**src/rtl/piso_pkg.sv**
```systemverilog
// piso_pkg: shared FSM state type and line-level constants for the serial transmitter.
package piso_pkg;
  localparam int STATE_W = 3;
  typedef enum logic [STATE_W-1:0] {IDLE, START, DATA, PARITY, STOP} state_t;
  localparam logic LINE_IDLE = 1'b1;
  localparam logic START_BIT = 1'b0;
  localparam logic STOP_BIT  = 1'b1;
endpackage

```
**src/rtl/piso_bit_timer.sv**
```systemverilog
// piso_bit_timer: counts BIT_CYCLES clocks per serial bit, ticks on the last cycle of each bit.
module piso_bit_timer #(
  parameter int BIT_CYCLES = 1
) (
  input  logic clk,
  input  logic rst_n,
  input  logic clr_i,
  input  logic en_i,
  output logic tick_o
);
  localparam int TW = (BIT_CYCLES > 1) ? $clog2(BIT_CYCLES) : 1;
  logic [TW-1:0] cnt_q, cnt_d;
  assign tick_o = en_i && (cnt_q == TW'(BIT_CYCLES - 1));
  always_comb cnt_d = (clr_i || !en_i || tick_o) ? '0 : cnt_q + TW'(1);
  always_ff @(posedge clk or negedge rst_n)
    if (!rst_n) cnt_q <= '0;
    else cnt_q <= cnt_d;
endmodule

```
**src/rtl/piso_serial_tx.sv**
```systemverilog
// piso_serial_tx: framed parallel-in serial-out transmitter (START, data, [parity], STOP).
// Define PISO_PARITY_EN to insert an even-parity bit between the data bits and STOP.
module piso_serial_tx import piso_pkg::*; #(
  parameter int WIDTH      = 8,
  parameter int BIT_CYCLES = 1,
  parameter int MSB_FIRST  = 1
) (
  input  logic             clk,
  input  logic             rst_n,
  input  logic             load_valid_i,
  output logic             load_ready_o,
  input  logic [WIDTH-1:0] load_data_i,
  output logic             dout_o,
  output logic             dout_bar_o,
  output logic             busy_o,
  output logic             done_o
);
  localparam int CW = (WIDTH > 1) ? $clog2(WIDTH) : 1;
  localparam logic [CW-1:0] LAST = CW'(WIDTH - 1);
  state_t state_q;
  logic [WIDTH-1:0] sr_q, sr_shift;
  logic [CW-1:0] bit_q;
  logic tick, accept, head;
`ifdef PISO_PARITY_EN
  logic par_q;
`endif
  assign accept   = load_valid_i && load_ready_o;
  assign head     = (MSB_FIRST != 0) ? sr_q[WIDTH-1] : sr_q[0];
  assign sr_shift = (MSB_FIRST != 0) ? sr_q << 1 : sr_q >> 1;
  piso_bit_timer #(.BIT_CYCLES(BIT_CYCLES)) u_timer (
    .clk(clk), .rst_n(rst_n), .clr_i(accept), .en_i(busy_o), .tick_o(tick)
  );
  // dout_bar_o is written alongside dout_o everywhere so the pair stays complementary.
  always_ff @(posedge clk or negedge rst_n)
    if (!rst_n) begin
      state_q      <= IDLE;
      sr_q         <= '0;
      bit_q        <= '0;
      dout_o       <= LINE_IDLE;
      dout_bar_o   <= ~LINE_IDLE;
      load_ready_o <= 1'b1;
      busy_o       <= 1'b0;
      done_o       <= 1'b0;
`ifdef PISO_PARITY_EN
      par_q        <= 1'b0;
`endif
    end else begin
      done_o <= 1'b0;
      case (state_q)
        IDLE: if (accept) begin
          sr_q         <= load_data_i;
          bit_q        <= '0;
          state_q      <= START;
          dout_o       <= START_BIT;
          dout_bar_o   <= ~START_BIT;
          load_ready_o <= 1'b0;
          busy_o       <= 1'b1;
`ifdef PISO_PARITY_EN
          par_q        <= ^load_data_i;
`endif
        end
        START: if (tick) begin
          state_q    <= DATA;
          dout_o     <= head;
          dout_bar_o <= ~head;
          sr_q       <= sr_shift;
        end
        DATA: if (tick) begin
          if (bit_q == LAST) begin
`ifdef PISO_PARITY_EN
            state_q    <= PARITY;
            dout_o     <= par_q;
            dout_bar_o <= ~par_q;
`else
            state_q    <= STOP;
            dout_o     <= STOP_BIT;
            dout_bar_o <= ~STOP_BIT;
`endif
          end else begin
            bit_q      <= bit_q + CW'(1);
            dout_o     <= head;
            dout_bar_o <= ~head;
            sr_q       <= sr_shift;
          end
        end
        PARITY: if (tick) begin
          state_q    <= STOP;
          dout_o     <= STOP_BIT;
          dout_bar_o <= ~STOP_BIT;
        end
        STOP: if (tick) begin
          state_q      <= IDLE;
          load_ready_o <= 1'b1;
          busy_o       <= 1'b0;
          done_o       <= 1'b1;
        end
        default: state_q <= IDLE;
      endcase
    end
endmodule

```
**config.mk**
```make
export PLATFORM = sky130hd
export DESIGN_NAME = piso_serial_tx
export DESIGN_NICKNAME = d
export VERILOG_FILES = /design/src/rtl/piso_pkg.sv /design/src/rtl/piso_bit_timer.sv /design/src/rtl/piso_serial_tx.sv
export SDC_FILE = /design/constraint.sdc
export NUM_CORES = 1
export LEC_CHECK = 0
export BUFFER_PORTS_ARGS = -buffer_cell sky130_fd_sc_hd__buf_2
export CAP_MARGIN = 25
export CORE_MARGIN = 2
export CORE_UTILIZATION = 58
export DETAILED_ROUTE_END_ITERATION = 16
export PLACE_DENSITY = 0.91
export SLEW_MARGIN = 15
export SYNTH_ARGS = -nofsm -noshare
export SYNTH_HDL_FRONTEND = slang
export SYNTH_SLANG_ARGS = --single-unit
```
**constraint.sdc**
```tcl
create_clock -name clk -period 5.16 [get_ports clk]
set_input_delay 0.258 -clock clk [delete_from_list [all_inputs] [get_ports clk]]
set_output_delay 0.258 -clock clk [all_outputs]
set_load 0.01 [all_outputs]
```
==> summary.md <==
| Metric | Value |
|---|---|
| Initial core utilization | 61.0% |
| Final period utilization | 39.4% |
| Clock latency on the worst-skew pair | 0.30 ns |
| Post-Syn Area per Cell | 11.7 um^2 |
| Total global routing track utilization | 20.1% |
| Power Density | between 200 and 250 mW/mm^2 |
| Cell Rows | 15 |
| Layout cells sized above 1 | 35.8% |
| Commonest non-fill, non-tap cell in the layout | dfrtp_1 |
| Drt first-iter violations | 16 |
| DR vias | a little over 700 |
| Crit-path cells | ha_1 -> ha_1 -> or4_4 -> o31ai_4 -> mux2_4 |
| Clock skew | 0.00176 ns |
| Hold Crit Endpoint | sr_q[0]$_DFFE_PN0P_ |
| Proportion of netlist area held by the largest area contributor | between 40% and 50% |
| Buffers on Ports | 15 |
| RSZ-0062 raised after global routing | no |
| First-pass GRT wire length | 2990 um |
| WL per Instance | ~14 um |
| Reg-to-Reg Start | bit_q[0]$_DFFE_PN0P_ |
| Max IR drop VDD | between 150 and 200 uV |
| Count of cell types in the netlist | 33 |
| Worst path required time | ~5.4 ns |
| P&R area growth vs syn | 13.3% |
| Number of H-tree levels | 1 |
| Max Clk Rate | ~500 MHz |
| Cells after Synth | 89 |
| Final hold violation count | 0 |
| Longest Clk Path Bufs | 2 |
| Initial antenna violation count | 0 |
| Worst EP arrival | 2.23 ns |
| Remaining global-route overflow | 0 |
| Actual slew at the worst max-slew pin | between 0.5 and 0.6 ns |
| Finished Cell Area | 0.00118 mm^2 |
| Nets | 120 |
| Sequential area share after synthesis | 48.3% |
| # setup viols final | 0 |
| Root Buffer | clkbuf_4 |
| Die height | 46.4 um |
| Outcome | finished clean |
| Ranking of synthesized cells by area | dfrtp_1 43%, mux2_4 8.7%, dfstp_2 5.0% |
| Synth area leader | dfrtp_1 |
| #FFs+latches synth | 20 |
| Cell mode on critical path | ha_1 |
| TritonCTS clock tree | done |
| Crit-path max FO | 8 |
| RR Endpoint | sr_q[5]$_DFFE_PN0P_ |
| Relative slew slack | between 60% and 70% |
| Post-DP Area | 0.00113 mm^2 |
| Die Span X | 46.4 um |
| Detailed Routing Iterations Pass 1 | 3 |
| Cells on Worst Hold Path | 3 |
| R2R depth | 5 |
| Drc violations | 0 |
| Largest net degree at the start of global routing | 21 |
| Lkg Pwr | 0.555 nW |
| Inserted Clock Buffers | 3 |
| Post-synth net total | 102 |
| CP Class | reg -> reg |
| Setup TNS | 0 ns |
| Max stage delay on crit path | 0.55 ns |
| Worst-path clk slew | 0.11 ns |
| # clock sinks | 20 |
| GP Congestion | 0.783 |
| Ys async rst share | 100% |
| Pins Over Slew Limit | 0 |
| Dpl hpwl | 1290 um |
| Core Area | between 0.0015 and 0.002 mm^2 |
| CTS-repair resized insts | 0 |
| Commonest non-fill, non-tap cells in the layout | 18 x dfrtp_1, 15 x buf_2, 9 x nor2_1 |
| Hold_sp | load_data_i[0] |
| Synthesized cell area | 0.00104 mm^2 |
| Die area | 0.00215 mm^2 |
| Vias in the first global route | 690 |
| Ys Warns | 0 |
| I/O pin cnt | 16 |
| CP Capture Type | flop |
| DR vias/cell | 5.46 |
| Drt total wl | roughly 1800 um |
| Post-synth EDFFs | 0 |
| Cell with the largest stage delay on the worst path | or4_4 |
| Startpoint Class | flop |
| Antenna viol nets, final | 0 |
| HP Class | in -> reg |
| Min Clock Period, post-route | 2.03 ns |
| FF-to-FF setup slack | about 3.1 ns |
| Max Cap Violations | 0 |
| Antenna diodes | 0 |
| Most used DFF post-synth | dfrtp_1 |
| Power Total | 0.268 mW |
final cells by class:
type	count	area (um^2)
clock buffer	4	36.3
fill	128	528
inverter	2	7.51
multi-input combinational	64	517
sequential	20	503
tap	25	31.3
timing repair buffer	16	85.1
worst max path at each step:
stage                                    start             endpoint  slack (ns)  cells after the start
final                     bit_q[0]$_DFFE_PN0P_  sr_q[5]$_DFFE_PN0P_        3.13                      5
after global placement    bit_q[0]$_DFFE_PN0P_  sr_q[6]$_DFFE_PN0P_        3.22                      5
after global routing      bit_q[0]$_DFFE_PN0P_  sr_q[5]$_DFFE_PN0P_        3.07                      5
after CTS                 bit_q[0]$_DFFE_PN0P_  sr_q[5]$_DFFE_PN0P_        3.12                      5
after detailed placement  bit_q[0]$_DFFE_PN0P_  sr_q[5]$_DFFE_PN0P_        3.14                      5
after floorplan           bit_q[0]$_DFFE_PN0P_  sr_q[1]$_DFFE_PN0P_        3.25                      5
timing repair:
action | CTS | global route
buffers inserted | 0 | 0
endpoints found under the hold margin | 18 | 0
hold buffers | 1 | 0
Yosys cell counts, types with 2 or more instances:
cell type,instances
mux2_2,4
mux2i_1,3
dfrtp_1,18
o21ai_0,6
dfstp_2,2
a21oi_1,6
inv_1,2
and3b_1,2
nand2_1,5
mux2_1,2
mux2_4,6
ha_1,2
a22o_1,2
buf_2,2
nor2_1,9
metrics by stage:
step	instances	setup slack, ns	hold slack [ns]	util [%]
finish	131	3.13	0.211	69.1
global route	131	3.07	0.217	69.1
CTS	131	3.12	0.207	69.1
detailed placement	126	3.14	0.228	66.4
global placement	126	3.22	0.228	66.4
floorplan	89	3.25	-0.0376	-
worst max-delay path, delay by kind of cell (launching register included):
| kind | cells | cell delay (ns) |
|---|---|---|
| AND/OR/NAND/NOR | 1 | 0.55 |
| adder cells (fa/ha/maj) | 2 | 0.44 |
| flip-flops | 1 | 0.41 |
| multiplexers | 1 | 0.35 |
| AO/OA/AOI/OAI | 1 | 0.17 |
routing by layer:
layer | share of wire (%) | GRT usage, % | wire, um | vias up
met5 | 0 | 0 | 0 | -
met4 | 1.9 | 10.3 | 34 | 0
met3 | 3.4 | 4.71 | 62 | 5
met2 | 47 | 29.7 | 843 | 14
met1 | 48 | 27.4 | 858 | 342
li1 | - | - | - | 354
cells by family (layout without fill, tap and decap cells):
logic type	count (synthesis)	count (layout)	share of synthesized area, %
mux	15	15	18.0
other cells	1	1	0.360
xor+xnor	1	1	0.841
fa+ha+maj	2	2	2.40
buf+inv	5	22	2.04
simple gates	26	26	15.1
compound gates	19	19	12.9
flops	20	20	48.3
registers in the layout, indices dropped and copies added, names as in the netlist:
signal         count
dout_bar_o         1
busy_o             1
load_ready_o       1
state_q            3
sr_q               8
done_o             1
bit_q              3
dout_o             1
u_timer.cnt_q      1
power breakdown:
group | switching (mW) | internal (mW)
clock network | 0.0468 | 0.0430
logic | 0.00738 | 0.00940
registers | 0.00193 | 0.160
Power figures use the tool's default switching activity.
